<file path="config.mk">
export PLATFORM = sky130hd
export DESIGN_NAME = serial_add_sequencer
export DESIGN_NICKNAME = d
export VERILOG_FILES = /design/src/rtl/alu_pkg.sv /design/src/rtl/carry_look_ahead_adder.sv /design/src/rtl/serial_add_sequencer.sv
export SDC_FILE = /design/constraint.sdc
export NUM_CORES = 1
export LEC_CHECK = 0
export BUFFER_PORTS_ARGS = -buffer_cell sky130_fd_sc_hd__buf_2
export CORE_UTILIZATION = 48
export DETAILED_ROUTE_END_ITERATION = 8
export PLACE_DENSITY = 0.75
export REMOVE_ABC_BUFFERS = 1
export SYNTH_ARGS = -nofsm -noshare
export SYNTH_HDL_FRONTEND = slang
export SYNTH_HIERARCHICAL = 1
export SYNTH_SLANG_ARGS = --single-unit
</file>
<file path="constraint.sdc">
create_clock -name clk -period 1.7 [get_ports clk]
set_input_delay 0.34 -clock clk [delete_from_list [all_inputs] [get_ports clk]]
set_output_delay 0.34 -clock clk [all_outputs]
set_load 0.02 [all_outputs]
</file>
<file path="src/rtl/alu_pkg.sv">
// rtl/alu_pkg.sv - shared ALU encodings: sequencer state values and add/sub opcode
//
// Purpose: single source for the serial adder FSM state encoding and the
//          op_sub opcode values, imported by the datapath modules.
// Ports:   none (package).
package alu_pkg;

  typedef enum logic [1:0] {
    IDLE = 2'd0,
    RUN  = 2'd1,
    DONE = 2'd2
  } state_e;

  localparam logic OP_ADD = 1'b0;
  localparam logic OP_SUB = 1'b1;

endpackage : alu_pkg

</file>
<file path="src/rtl/carry_look_ahead_adder.sv">
// rtl/carry_look_ahead_adder.sv - 1-bit carry-look-ahead adder cell
//
// Purpose: per-bit sum and carry from generate/propagate terms.
// Ports:   a, b  - operand bits
//          cin   - carry in
//          s     - sum bit
//          cout  - carry out
module carry_look_ahead_adder (
  input  logic a,
  input  logic b,
  input  logic cin,
  output logic s,
  output logic cout
);

  logic g;
  logic p;

  assign g    = a & b;
  assign p    = a ^ b;
  assign s    = p ^ cin;
  assign cout = g | (p & cin);

endmodule : carry_look_ahead_adder

</file>
<file path="src/rtl/serial_add_sequencer.sv">
// rtl/serial_add_sequencer.sv - bit-serial add/subtract engine, LSB first, one bit per clock
//
// Purpose: time-multiplexes one 1-bit adder cell over WIDTH operand bits and
//          exposes a start/busy/done handshake.
// Ports:   clk, rst          - clock, synchronous active-high reset
//          start, op_sub     - request and opcode (0 add, 1 subtract)
//          a, b              - operands, captured with an accepted start
//          busy, done        - high in RUN / one-cycle pulse in DONE
//          result            - sum/difference, held until next accepted start
//          cout, overflow    - carry out (1 = no borrow on subtract), signed overflow
//          zero              - result == 0
module serial_add_sequencer
  import alu_pkg::*;
#(
  parameter int WIDTH = 32
) (
  input  logic             clk,
  input  logic             rst,
  input  logic             start,
  input  logic             op_sub,
  input  logic [WIDTH-1:0] a,
  input  logic [WIDTH-1:0] b,
  output logic             busy,
  output logic             done,
  output logic [WIDTH-1:0] result,
  output logic             cout,
  output logic             overflow,
  output logic             zero
);

  localparam int              CNT_W    = $clog2(WIDTH);
  localparam logic [CNT_W-1:0] LAST_BIT = CNT_W'(WIDTH - 1);

  state_e             state_q, state_d;
  logic [WIDTH-1:0]   sa_q, sa_d;
  logic [WIDTH-1:0]   sb_q, sb_d;
  logic [WIDTH-1:0]   res_q, res_d;
  logic [CNT_W-1:0]   cnt_q, cnt_d;
  logic               carry_q, carry_d;
  logic               cout_q, cout_d;
  logic               ovf_q, ovf_d;
  logic               zero_q, zero_d;

  logic               sum_bit;
  logic               c_next;

  carry_look_ahead_adder u_cell (
    .a    (sa_q[0]),
    .b    (sb_q[0]),
    .cin  (carry_q),
    .s    (sum_bit),
    .cout (c_next)
  );

  always_comb begin
    state_d = state_q;
    sa_d    = sa_q;
    sb_d    = sb_q;
    res_d   = res_q;
    cnt_d   = cnt_q;
    carry_d = carry_q;
    cout_d  = cout_q;
    ovf_d   = ovf_q;
    zero_d  = zero_q;

    case (state_q)
      IDLE, DONE: begin
        if (start) begin
          // Subtract is a + ~b + 1: invert B and seed the carry with 1.
          sa_d    = a;
          sb_d    = (op_sub == OP_SUB) ? ~b : b;
          carry_d = op_sub;
          cnt_d   = '0;
          state_d = RUN;
        end else begin
          state_d = IDLE;
        end
      end
      RUN: begin
        sa_d    = sa_q >> 1;
        sb_d    = sb_q >> 1;
        res_d   = {sum_bit, res_q[WIDTH-1:1]};
        carry_d = c_next;
        if (cnt_q == LAST_BIT) begin
          // carry_q here is the carry into the MSB.
          cnt_d   = '0;
          state_d = DONE;
          cout_d  = c_next;
          ovf_d   = carry_q ^ c_next;
          zero_d  = (res_d == '0);
        end else begin
          cnt_d = cnt_q + 1'b1;
        end
      end
      default: state_d = IDLE;
    endcase
  end

  always_ff @(posedge clk) begin
    if (rst) begin
      state_q <= IDLE;
      sa_q    <= '0;
      sb_q    <= '0;
      res_q   <= '0;
      cnt_q   <= '0;
      carry_q <= 1'b0;
      cout_q  <= 1'b0;
      ovf_q   <= 1'b0;
      zero_q  <= 1'b0;
    end else begin
      state_q <= state_d;
      sa_q    <= sa_d;
      sb_q    <= sb_d;
      res_q   <= res_d;
      cnt_q   <= cnt_d;
      carry_q <= carry_d;
      cout_q  <= cout_d;
      ovf_q   <= ovf_d;
      zero_q  <= zero_d;
    end
  end

  assign busy     = (state_q == RUN);
  assign done     = (state_q == DONE);
  assign result   = res_q;
  assign cout     = cout_q;
  assign overflow = ovf_q;
  assign zero     = zero_q;

endmodule : serial_add_sequencer

</file>
==> out/summary.txt <==
status = finished with violations
failing checks = DRC
Synth area leaders = dfxtp_1, a22oi_1, a21oi_1
pwr dens = 942 nW/µm²
Die W = 97.9 µm
RR Startpoint = sa_q[0]
worst hold start = a[31]
initial drt markers = 227
RR Endpoint = zero
yosys synthesis warning count = 6
Layout Cells excl Fill = 723
gr ovfl total = 0
Layout Skew = 14.4 ps
routed vias/inst = 5.39
std cell rows = 34
Core Util, Final = 0.600
Async SR Flop Fraction = 0
Hold Crit Class = in -> reg
first-pass GRT wire length = 16000 µm
EDFF count, synth = 0
Synth cell types = 27
Tmin final = 1670 ps
hold-critical path depth = 3
number of global-route vias before repair = 3473
Seq/Total Area, Yosys = 0.485
area delta synth->final = 19.7%
flops & latches, synth = 107
Worst-Margin Slew = 885 ps
Die Height = 97.9 µm
Worst Reg-to-Reg Cells = 5
worst skew pair latency = 360 ps
# fillers = 788
final hold viol count = 0
Clock Sinks = 107
R2R setup slack = 30 ps
critical path class = reg -> reg
Max-cap violations = 0
fin crit share = 0.981
critical path launch point type = flop
wire per inst = 13.2 µm
largest net degree at the start of global routing = 52
top cell type's share of synthesized area = 0.485
Main synth FF type = dfxtp_1
Max IR drop VDD = 0.000491 V
GRT Util Overall = 0.200
crit path max fanout = 2
Post-synth top cells = nand2_1, dfxtp_1, a21oi_1
RD Place Congestion = 0.760
most instantiated library cell after synthesis = nand2_1
# diodes = 0
Synth Cell Area = 4420 µm²
core area = 8810 µm²
Worst Hold Path EP = sa_q[31]
relative slew slack = 0.410
CTS root buf = clkbuf_8
initial antenna violation count = 0
Data required, critical path = 2000 ps
Avg Inst Size Synth = 8.43 µm²
DRC = 10
Initial Util = 0.501
FMAX = 599 MHz
Clock transition at path regs = 110 ps
# H-tree levels = 3
layout cells sized above 1 = 0.242
Synth Instances = 524
clock buffer count from CTS = 9
Max Slew Vio Count = 0
Layout Nets = 681
Worst Setup End Kind = flop
drt pass-1 iters = 7
TritonCTS clock tree = yes
Vias = 3899
# port buffers = 104
Total Power = 4980 µW
Routed WL = 9570 µm
final setup violating endpoints = 0
Synth area leader = dfxtp_1
CTS Buffer Depth = 2
crit path DAT = 1970 ps
I/O Pins = 105
placed cell count = 706
Final HPWL DP = 6340 µm
RSZ-0062 raised after global routing = true
post-route ant nets = 0
die area = 9590 µm²
Leak = 0.00215 µW
## flip-flops by register name, summed over array words and instances (netlist names)
register,flops
sb_q,32
state_q,2
carry_q,1
cnt_q,5
result,32
sa_q,32
zero,1
overflow,1
cout,1
## worst max-delay path by stage
stage / start / to / slack (ps) / depth (start not counted)
finish: sa_q[0] / zero / 30 / 5
global route: cnt_q[1] / cnt_q[3] / -50 / 7
CTS: state_q[1] / busy / 9 / 4
detailed placement: sa_q[0] / zero / -40 / 5
global placement: sa_q[0] / zero / -7 / 5
floorplan: state_q[1] / cnt_q[3] / -2080 / 5
## power by group
part	switching [µW]	internal, µW	total [µW]
Clock	871	739	1610
Combinational	391	278	669
Sequential	67.4	2630	2700
## worst max-delay path, stage by stage, from the launching register on
cell and delay [ps]:
dfxtp_2 340, fa_1 500, nor4_1 180, nand4_1 120, or3_4 350, a21oi_2 140
## cell usage in the layout (no fill, tap or decap), types with 4 or more instances in the layout
| cell | n |
|---|---|
| clkbuf_8 | 10 |
| dfxtp_1 | 104 |
| nor4_1 | 5 |
| xor2_1 | 33 |
| nor2_1 | 10 |
| a21oi_1 | 100 |
| a22oi_1 | 67 |
| nand2_1 | 130 |
| buf_12 | 5 |
| nor3_1 | 4 |
| buf_4 | 12 |
| buf_2 | 103 |
## cells by family after synthesis
kind of cell | synth area share
adder cells (fa/ha/maj) | 0.0102
AO/OA/AOI/OAI | 0.233
buffers and inverters | 0.0504
AND/OR/NAND/NOR | 0.155
flip-flops | 0.485
XOR/XNOR | 0.0655
## layer usage
metal  track usage  share of wire  vias up
met5             0              0        -
met4        0.0455         0.0049        0
met3        0.0408          0.045        4
met2         0.321           0.47      108
met1         0.277           0.48     1805
li1              -              -     1982
## per-stage QoR
| step | TNS (ps) | hold slack (ps) | setup WS, ps | area [µm²] |
|---|---|---|---|---|
| 2_1_floorplan | -160030 | 402 | -2080 | 4200 |
| 3_3_place_gp | -6.63 | 439 | -6.63 | 5050 |
| 3_5_place_dp | -36.1 | 443 | -36.1 | 5050 |
| 4_1_cts | 0 | 228 | 8.51 | 5260 |
| 5_1_grt | -91.2 | 240 | -49.5 | 5280 |
| 6_report | 0 | 239 | 31.6 | 5280 |
## cell type report
cell class,count,area (µm²),share of cell area
Tap cell,108,135,0.0256
Sequential cell,107,2150,0.406
Inverter,1,6.26,0.00118
Multi-Input combinational cell,370,2070,0.392
Clock buffer,10,138,0.0260
Clock inverter,6,70.1,0.0133
Timing Repair Buffer,121,717,0.136
## what timing repair did
action / 4_1_cts / 5_1_grt
pin swaps: 1 / 0
cloned: 0 / 0
endpoints found under the setup margin: 2 / 4
hold endpoints to repair: 0 / 0
gates resized for setup: 3 / 4
hold buffers: 0 / 0
setup buffers: 0 / 1
No activity file was read; power rests on OpenSTA's default activity.
